`config.mk`:
```
export PLATFORM = sky130hd
export DESIGN_NAME = countdown_timer
export DESIGN_NICKNAME = d
export VERILOG_FILES = /design/src/rtl/countdown_pkg.sv /design/src/rtl/seg7_decode.sv /design/src/rtl/countdown_timer.sv
export SDC_FILE = /design/constraint.sdc
export NUM_CORES = 1
export LEC_CHECK = 0
export BUFFER_PORTS_ARGS = -buffer_cell sky130_fd_sc_hd__clkbuf_2
export CORE_MARGIN = 2
export CORE_UTILIZATION = 55
export CTS_CLUSTER_DIAMETER = 40
export DETAILED_ROUTE_END_ITERATION = 8
export PLACE_DENSITY = 0.76
export SLEW_MARGIN = 20
export SYNTH_ARGS = -nofsm -noshare
export SYNTH_HDL_FRONTEND = slang
export SYNTH_SLANG_ARGS = --single-unit
export TNS_END_PERCENT = 5
```
`constraint.sdc`:
```
create_clock -name clock -period 3.9 [get_ports clock]
set_input_delay 0.78 -clock clock [delete_from_list [all_inputs] [get_ports clock]]
set_output_delay 0.78 -clock clock [all_outputs]
set_load 0.05 [all_outputs]
```
`src/rtl/countdown_pkg.sv`:
```
// Shared types and 7-segment codes for the countdown timer.
// Segment bit order is {g,f,e,d,c,b,a}, active-high.
package countdown_pkg;

  typedef logic [3:0] bcd_t;

  localparam logic [6:0] SEG_0     = 7'h3F;
  localparam logic [6:0] SEG_1     = 7'h06;
  localparam logic [6:0] SEG_2     = 7'h5B;
  localparam logic [6:0] SEG_3     = 7'h4F;
  localparam logic [6:0] SEG_4     = 7'h66;
  localparam logic [6:0] SEG_5     = 7'h6D;
  localparam logic [6:0] SEG_6     = 7'h7D;
  localparam logic [6:0] SEG_7     = 7'h07;
  localparam logic [6:0] SEG_8     = 7'h7F;
  localparam logic [6:0] SEG_9     = 7'h6F;
  localparam logic [6:0] SEG_BLANK = 7'h00;

endpackage

```
`src/rtl/seg7_decode.sv`:
```
// BCD digit to 7-segment decoder.
// Codes 10-15 blank the digit.
module seg7_decode
  import countdown_pkg::*;
(
  input  bcd_t       digit,
  output logic [6:0] seg
);

  always_comb begin
    seg = SEG_BLANK;
    case (digit)
      4'd0:    seg = SEG_0;
      4'd1:    seg = SEG_1;
      4'd2:    seg = SEG_2;
      4'd3:    seg = SEG_3;
      4'd4:    seg = SEG_4;
      4'd5:    seg = SEG_5;
      4'd6:    seg = SEG_6;
      4'd7:    seg = SEG_7;
      4'd8:    seg = SEG_8;
      4'd9:    seg = SEG_9;
      default: seg = SEG_BLANK;
    endcase
  end

endmodule

```
`src/rtl/countdown_timer.sv`:
```
// BCD seconds countdown with clock dividers, tone and buzzer.
// Holds at 00 and beeps until reset; dividers run freely.
module countdown_timer
  import countdown_pkg::*;
#(
  parameter int HALF_10       = 1250,
  parameter int TICKS_PER_SEC = 20,
  parameter int DIV_F         = 25,
  parameter int START_H       = 6,
  parameter int START_L       = 0
) (
  input  logic       clock,
  input  logic       reset,
  output logic [6:0] bs1,
  output logic [6:0] bs0,
  output logic       clock_5,
  output logic       clock_10,
  output logic       clock_f,
  output logic       beep,
  output bcd_t       TimeH,
  output bcd_t       TimeL
);

  localparam int W10 = (HALF_10 > 1) ? $clog2(HALF_10) : 1;
  localparam int WS  = (TICKS_PER_SEC > 1) ? $clog2(TICKS_PER_SEC) : 1;
  localparam int WF  = (DIV_F > 1) ? $clog2(DIV_F) : 1;

  localparam logic [W10-1:0] T10 = W10'(HALF_10 - 1);
  localparam logic [WS-1:0]  TS  = WS'(TICKS_PER_SEC - 1);
  localparam logic [WF-1:0]  TF  = WF'(DIV_F - 1);

  logic [W10-1:0] div10;
  logic [WS-1:0]  seccnt;
  logic [WF-1:0]  fdiv;
  logic           tick10;
  logic           sec;
  logic           done;

  assign tick10 = (div10 == T10);
  assign sec    = tick10 && (seccnt == TS);
  assign done   = (TimeH == 4'd0) && (TimeL == 4'd0);

  always_ff @(posedge clock) begin
    if (reset) begin
      div10    <= '0;
      seccnt   <= '0;
      fdiv     <= '0;
      clock_10 <= 1'b0;
      clock_5  <= 1'b0;
      clock_f  <= 1'b0;
      beep     <= 1'b0;
      TimeH    <= 4'(START_H);
      TimeL    <= 4'(START_L);
    end else begin
      div10 <= tick10 ? '0 : div10 + W10'(1);
      if (tick10) begin
        clock_10 <= ~clock_10;
        if (clock_10)
          clock_5 <= ~clock_5;
        seccnt <= sec ? '0 : seccnt + WS'(1);
      end
      fdiv <= (fdiv == TF) ? '0 : fdiv + WF'(1);
      if (fdiv == TF)
        clock_f <= ~clock_f;
      // Borrow from tens when units are zero; frozen at 00.
      if (sec && !done) begin
        if (TimeL == 4'd0) begin
          TimeL <= 4'd9;
          TimeH <= TimeH - 4'd1;
        end else begin
          TimeL <= TimeL - 4'd1;
        end
      end
      beep <= clock_f & done;
    end
  end

  seg7_decode u_seg1 (
    .digit (TimeH),
    .seg   (bs1)
  );

  seg7_decode u_seg0 (
    .digit (TimeL),
    .seg   (bs0)
  );

endmodule

```
Word level (Yosys, flattened, before mapping):

Memory sizes are Yosys's and may differ from the RTL's. A register that Yosys moved wholly into a read port is not among the register bits.
Index checks and enable logic that the tools add are counted.

* output and inout port bits: 26
* input bits: 2
* ROM bits: 224
* logic and storage cells: 39
* register bits after elaboration: 33
* memories: 2

Memory list
* (no name shown): depth 16, width 7, read ports 1, clocked after Yosys merged registers in 1, write ports 0, line seg7_decode.sv:12 `case (digit)`
* (no name shown): depth 16, width 7, read ports 1, clocked after Yosys merged registers in 1, write ports 0, line seg7_decode.sv:12

* bitwise logic cells: 4
* eq/ne operators: 3
* reduce and logical (&&, ||, !) cells: 10
* add/sub/neg operators: 5
* muxes and demuxes: 6

Operators by type and width (number)
* $mux 4: 5
* $add 11x1->11 const B: 1
* $eq 11x11->1 const B: 1
* $add 5x1->5 const B: 2
* $eq 5x5->1 const B: 2
* $logic_not 4->1: 2
* $sub 4x1->4 const B: 2
* $mux 5: 1
* $reduce_and 2->1: 2
* $reduce_or 2->1: 2
* $logic_and 1x1->1: 3
* $not 1->1: 3
* $and 1x1->1: 1
* $logic_not 1->1: 1

Logic depth before layout (Yosys ltp):

Gate-level depths: netlist of the first run.

* depth after elaboration: 7
* depth in mapped cells: 13
* mapped depth without buffers: 12

Modules after synthesis:

Synthesis of the first run repeated with hierarchy kept, for this count alone.

* cell total of the unflattened synthesis: 218
* area, all modules: 1951.9 µm²

By module, submodules not included
* countdown_timer: area each 1531.5 µm², cells each 164, instances 1, seq. area each 660.6 µm²
* seg7_decode at u_seg0: area each 219.0 µm², cells each 28, instances 1, seq. area each 0.0 µm²
* seg7_decode at u_seg1: area each 201.4 µm², cells each 26, instances 1, seq. area each 0.0 µm²

Least setup slack after synthesis of the first run:

No wires, ideal clock.

* path kind: reg-to-reg
* from: register TimeL[0]
* to: register u_seg0.seg[1] (netlist name)
* arrival time: 2.690 ns
* required time: 3.841 ns
* clock period less this slack: 2.749 ns
* slack: 1.151 ns
* buffers on the path: 0
* cell stages (with the launch flop): 11
* library setup time: 0.059 ns
* path through: dfxtp_1 > inv_1 > ha_1 > nor3b_1 > or3_1 > a21oi_1 > inv_1 > ha_1 > inv_1 > o21ai_0 > o31a_1

* longest elaborated chain between the ends: 6
* elaborated cells between the ends (all ways): 8
* those cells by class: add/sub: 1; mux: 3; reduce/logical: 4

RTL lines
* from (decl): line countdown_timer.sv:21 `output bcd_t TimeL`
* from (signal assigned): line countdown_timer.sv:53 `TimeL <= 4'(START_L);`
* from (signal assigned): line countdown_timer.sv:71 `TimeL <= TimeL - 4'd1;`
* parallel branches: the longest is 4 deep, another holds $sub 4x1->4
* $mux 4 (no line) * (2 in series)

Every way passes the cells marked *.
A chain may end at the register's enable or synchronous reset.

Worst setup path in the final report of the first run:

* from: register TimeL[0]
* to: register u_seg0.seg[1] (netlist name)

* longest elaborated chain between the ends: 6
* elaborated cells between the ends (all ways): 8
* those cells by class: add/sub: 1; mux: 3; reduce/logical: 4

RTL lines
* parallel branches: the longest is 4 deep, another holds $sub 4x1->4
* $mux 4 (no line) * (2 in series)

Marks and branches as above.

==> results of run 1 <==
## state kept, by name, summed over array words and instances (netlist names)
signal,flops
TimeH,4
TimeL,4
beep,1
clock_10,1
clock_5,1
clock_f,1
div10,11
fdiv,5
seccnt,5
u_seg0.seg,7
u_seg1.seg,7
## stage by stage
step / instances / setup WS (ns) / utilization, % / power [mW] / hold WS (ns)
floorplan: 253 / 1.151 / - / 0.5191 / 0.4300
CTS: 333 / 1.028 / 63.09 / 0.9511 / 0.4770
global placement: 325 / 1.083 / 59.89 / 0.5235 / 0.4433
detailed placement: 325 / 1.067 / 59.89 / 0.5244 / 0.4561
finish: 333 / 1.012 / 63.09 / 0.9383 / 0.4693
global route: 333 / 0.7821 / 63.09 / 0.9726 / 0.5054
## routing by layer
layer	share of wire, %	vias to the layer above	global-route usage [%]
li1	-	921	-
met1	47	837	22.74
met2	47	29	30.58
met3	3.4	9	4.473
met4	2.3	0	9.188
met5	0	-	0
## power breakdown
group | switching, mW | internal, mW
sequential | 0.00558 | 0.485
clock | 0.170 | 0.256
combinational | 0.0128 | 0.00957
## layout make-up
class | count | area (sq um) | area share, %
Clock buffer | 5 | 68.82 | 2.558
Clock inverter | 3 | 67.56 | 2.512
Inverter | 22 | 82.58 | 3.070
Multi-Input combinational cell | 177 | 1330 | 49.44
Sequential cell | 47 | 940.9 | 34.98
Tap cell | 52 | 65.06 | 2.419
Timing Repair Buffer | 27 | 135.1 | 5.023
## cells in the mapped netlist (7+ instances only)
| master | n | area (sq um) |
|---|---|---|
| nand3_1 | 11 | 55.05 |
| xor2_1 | 11 | 96.34 |
| inv_1 | 22 | 82.58 |
| nor2_1 | 22 | 82.58 |
| mux2i_1 | 8 | 80.08 |
| xnor2_1 | 7 | 61.31 |
| a21oi_1 | 8 | 40.04 |
| o22ai_1 | 7 | 43.79 |
| dfxtp_1 | 47 | 940.9 |
| nand2_1 | 13 | 48.80 |
| o21ai_0 | 8 | 40.04 |
| ha_1 | 21 | 262.8 |
## final timing paths
| check | startpoint | slack, ns | endpoint |
|---|---|---|---|
| hold / removal | fdiv[0]$_SDFF_PP0_ | 0.47 | fdiv[0]$_SDFF_PP0_ |
| hold reg to reg | fdiv[0]$_SDFF_PP0_ | 0.47 | fdiv[0]$_SDFF_PP0_ |
| setup reg to reg | TimeL[0]$_SDFFE_PP0N_ | 1.01 | u_seg0.seg[1]$_DFF_P_ |
| setup / recovery | TimeL[0]$_SDFFE_PP0N_ | 1.01 | u_seg0.seg[1]$_DFF_P_ |
## logic make-up after synthesis
| logic type | Yosys count | share of synthesized area, % |
|---|---|---|
| AND/OR/NAND/NOR | 88 | 21.80 |
| flip-flops | 47 | 39.23 |
| adder cells (fa/ha/maj) | 21 | 10.95 |
| XOR/XNOR | 18 | 6.573 |
| multiplexers | 11 | 5.060 |
| buffers and inverters | 29 | 5.321 |
| AO/OA/AOI/OAI | 39 | 11.06 |
==> metrics.md, run 1 <==
| Metric | Value |
|---|---|
| Post-route antenna net violation count | `0` |
| Clk sink count | `47` |
| Worst slew pin tran | `approximately 0.6 ns` |
| Clock Latency Late Sink | `0.30 ns` |
| Fillers | `between 300 and 400` |
| Number of flops mapped to enable cells by yosys | `0` |
| Worst VDD drop | `around 0.23 mV` |
| DIE HEIGHT | `70.04 um` |
| Crit-path max cell delay | `0.48 ns` |
| Drt total wl | `4201 um` |
| Initial DRC count | `71` |
| Syn Nets | `276` |
| Synthesized area per cell | `9.480 sq um` |
| Fin crit period | `just under 3 ns` |
| I/O pin cnt | `28` |
| PortBufs | `27` |
| Arrival @ worst endpoint | `between 3 and 4 ns` |
| Crit-path cells | `inv_1, ha_1, nor3b_1, nand2_1, a21o_1, a21oi_1, inv_1, ha_1, inv_1, o21ai_0, o31a_1` |
| Worst Setup Start Kind | `flip-flop` |
| Drt drc | `0` |
| Commonest non-fill, non-tap cell in the layout | `dfxtp_1` |
| Final instance area | `~0.0027 sq mm` |
| Synth cell types | `50` |
| Yosys warning total | `0` |
| Critical path's slowest cell | `nor3b_1` |
| Root buffer cell | `clkbuf_8` |
| Synth Register Bits | `47` |
| Reg2Reg Depth | `11` |
| Vias in the first global route | `1,637` |
| Vias per inst | `about 5.4` |
| Min-Delay Path Depth | `1` |
| Worst-path fanout max | `7` |
| Final Net Count | `303` |
| FFs w/ async S/R, synth | `0%` |
| CTS tree | `done` |
| Largest net degree at the start of global routing | `25` |
| Placed Area | `0.002554 sq mm` |
| Maxcap violations | `0` |
| Tcrit/Tclk final | `74.06%` |
| Vias | `1,796` |
| Fmax | `around 350 MHz` |
| N_diodes | `0` |
| DIE WIDTH | `70.04 um` |
| Hold WC Path Type | `flip-flop to flip-flop` |
| PwrDens | `between 300 and 400 mW/mm^2` |
| Final setup fails | `0` |
| Setup_tns | `0 ns` |
| Router iterations before antenna repair | `4` |
| Synthesized cell area | `around 0.0024 sq mm` |
| Worst EP required | `about 4.2 ns` |
| Share of layout cells above drive strength 1 | `17.79%` |
| Most used cell, CP | `inv_1` |
| Buf/Inv on CP | `3` |
| Initial antenna violation count | `0` |
| Leak | `around 1.1 nW` |
| H-Tree Depth | `2` |
| Slew HR | `60.35%` |
| Sequential area share after synthesis | `approximately two fifths` |
| RSZ-0062 raised after global routing | `no` |
| GRT Total Usage | `18.61%` |
| Most used DFF post-synth | `dfxtp_1` |
| Area growth, synth to finish | `12.15%` |
| Clock Pin Slew Worst Setup and Hold Paths | `0.09 ns` |
| First-pass GRT wire length | `7286 um` |
| Setup bufs post-CTS | `0` |
| Gr ovfl total | `0` |
| Starting density of the core | `56.25%` |
| Rows | `24` |
| Final Skew | `0.006770 ns` |
| WS Path Type | `flip-flop to flip-flop` |
| CP delay by family, top | `compound AO/OA/AOI/OAI gates` |
| Cts bufs inserted | `5` |
| Placed wire-length estimate | `3020 um` |
| Final hold viol count | `0` |
| Levels on crit path | `11` |
| RePlAce Congestion | `between 0.7 and 0.8` |
| Core region area | `~0.0043 sq mm` |
| Most frequent cells in the layout | `dfxtp_1, clkbuf_2, inv_1, nor2_1, ha_1` |
| Outcome | `finished, final reports clean` |
| Clock buffer depth | `2` |
| Die area | `0.004905 sq mm` |
| CP Capture Type | `flip-flop` |
| Hold-fix buffers, CTS | `0` |
| Max-slew violations | `0` |
| Cells after synthesis | `253` |
| WL/cell | `12.62 um` |
| Resize count post-CTS | `0` |
Power figures use the tool's default switching activity.
==> inputs of run 2 (changes only) <==
clock period = 2.8 ns   (was 3.9 ns; I/O delays follow)
==> run 2 against run 1 <==
  * Combinational power up 47%
  * Count of clock-buffer cells in the layout unchanged
  * Global-route usage up 0.74 points
==> metrics.md, run 2 (synthesized netlist as in run 1, its figures left out) <==
| Metric | Value |
|---|---|
| Crit-path max cell delay | `slightly below 0.5 ns` |
| PwrDens | `about 440 mW/mm^2` |
| Drt total wl | `a little over 4000 um` |
| Critical path's slowest cell | `and4_1` |
| Initial antenna violation count | `0` |
| GRT Total Usage | `19.35%` |
| Most frequent cells in the layout | `dfxtp_1, clkbuf_2, inv_1, nor2_1, ha_1` |
| Most used cell, CP | `ha_1` |
| DIE HEIGHT | `70.04 um` |
| Post-route antenna net violation count | `0` |
| Clock Pin Slew Worst Setup and Hold Paths | `roughly 0.09 ns` |
| Area growth, synth to finish | `14.50%` |
| Final hold viol count | `0` |
| Resize count post-CTS | `0` |
| Pre-CTS setup slack | `0.07740 ns` |
| Reg2Reg Launch Point | `div10[0]$_SDFF_PP0_` |
| Hold-fix buffers, CTS | `0` |
| Share of layout cells above drive strength 1 | `between 20% and 30%` |
| Fin crit period | `2.567 ns` |
| Cts bufs inserted | `5` |
| Worst-path fanout max | `10` |
| Placed Instances | `333` |
| H-Tree Depth | `2` |
| Clock Latency Late Sink | `0.29 ns` |
| CP Capture Type | `flip-flop` |
| DIE WIDTH | `70.04 um` |
| Final Net Count | `311` |
| Vias | `about 1.8k` |
| Clk sink count | `47` |
| First-pass GRT wire length | `7755 um` |
| Final Skew | `~0.0042 ns` |
| WS Path Type | `flip-flop to flip-flop` |
| Root buffer cell | `clkbuf_8` |
| Largest net degree at the start of global routing | `25` |
| Core region area | `0.004264 sq mm` |
| Non-filler instance count after layout | `341` |
| Worst EP required | `around 3.0 ns` |
| Setup bufs post-CTS | `0` |
| N_diodes | `0` |
| Vias per inst | `around 5.3` |
| Outcome | `finished, final reports clean` |
| Top reg by flops | `div10` |
| Placed Area | `around 0.0026 sq mm` |
| Reg2Reg Depth | `9` |
| Largest register FFs | `11` |
| Commonest non-fill, non-tap cell in the layout | `dfxtp_1` |
| Starting density of the core | `a little under three fifths` |
| Levels on crit path | `9` |
| Hold WC Path Type | `flip-flop to flip-flop` |
| Fmax | `389.5 MHz` |
| Worst VDD drop | `0.3813 mV` |
| Crit-path cells | `ha_1, nor4b_4, and4_1, a21oi_2, a311oi_2, inv_1, ha_1, mux2i_1, o22ai_1` |
| Initial DRC count | `98` |
| Buf/Inv on CP | `1` |
| Arrival @ worst endpoint | `2.75 ns` |
| Utilization after layout | `64.41%` |
| Slew HR | `64.13%` |
| Rows | `24` |
| Die area | `around 0.0049 sq mm` |
| Tcrit/Tclk final | `between 90% and 100%` |
| Worst Setup EP | `u_seg0.seg[5]$_DFF_P_` |
| Final setup fails | `0` |
| I/O pin cnt | `28` |
| Drt drc | `0` |
| Leak | `between 1 and 1.5 nW` |
| PortBufs | `27` |
| WL/cell | `12.16 um` |
| Max-slew violations | `0` |
| Gr ovfl total | `0` |
| RePlAce Congestion | `~0.8` |
| Crit path from | `div10[0]$_SDFF_PP0_` |
| Placed wire-length estimate | `3099 um` |
| Vias in the first global route | `1,756` |
| Maxcap violations | `0` |
| Router iterations before antenna repair | `4` |
| Clock buffer depth | `2` |
| Worst Setup Start Kind | `flip-flop` |
| Worst slew pin tran | `0.5380 ns` |
| Critical R2R Capture | `u_seg0.seg[5]$_DFF_P_` |
| CP delay by family, top | `simple AND/OR/NAND/NOR gates` |
| Final instance area | `0.002746 sq mm` |
| CTS tree | `done` |
| FF-to-FF setup slack | `between 0.2 and 0.25 ns` |
| PnR worst setup slack | `0.2326 ns` |
[run 2: cell types whose count changed in the layout (fill, tap and decap cells not counted), sizes merged]
cell      previous run  this run
bufinv               2         1
buf                  0         8
clkinv               0         2
clkinvlp             1         0
[run 2: how the worst min path moves through the flow]
stage / endpoint / from / cells past startpoint
after floorplan: fdiv[0]$_SDFF_PP0_ / fdiv[0]$_SDFF_PP0_ / 1
after CTS: fdiv[0]$_SDFF_PP0_ / fdiv[0]$_SDFF_PP0_ / 1
final: fdiv[0]$_SDFF_PP0_ / fdiv[0]$_SDFF_PP0_ / 1
after detailed placement: fdiv[0]$_SDFF_PP0_ / fdiv[0]$_SDFF_PP0_ / 1
after global placement: fdiv[0]$_SDFF_PP0_ / fdiv[0]$_SDFF_PP0_ / 1
after global routing: fdiv[0]$_SDFF_PP0_ / fdiv[0]$_SDFF_PP0_ / 1
[run 2: per-stage QoR]
step | hold WS [ns] | power [mW] | setup TNS, ns
after floorplan | 0.4300 | 0.7230 | 0
after global placement | 0.4433 | 0.7292 | 0
after detailed placement | 0.4475 | 0.7313 | 0
after CTS | 0.4680 | 1.222 | 0
after global routing | 0.5112 | 1.262 | -0.003656
final | 0.4618 | 1.205 | 0
[run 2: report_power, final]
part	total (mW)	internal, mW	leakage [nW]	switching (mW)
registers	0.683	0.675	0.380	0.00782
clock network	0.489	0.266	0.0581	0.223
logic	0.0329	0.0134	0.720	0.0195
[run 2: final cells by class]
cell class	count	area, sq um
Multi-Input combinational cell	177	1350
Inverter	22	82.58
Sequential cell	47	940.9
Tap cell	52	65.06
Clock inverter	3	43.79
Timing Repair Buffer	35	195.2
Clock buffer	5	68.82
Fill cell	369	1518
[run 2: routing by layer]
metal | global-route usage, % | vias to the layer above | part of all wire [%]
met5 | 0 | - | 0
met1 | 24.64 | 844 | 47
met3 | 4.618 | 4 | 2.7
met2 | 32.06 | 24 | 48
met4 | 6.838 | 0 | 1.4
li1 | - | 931 | -
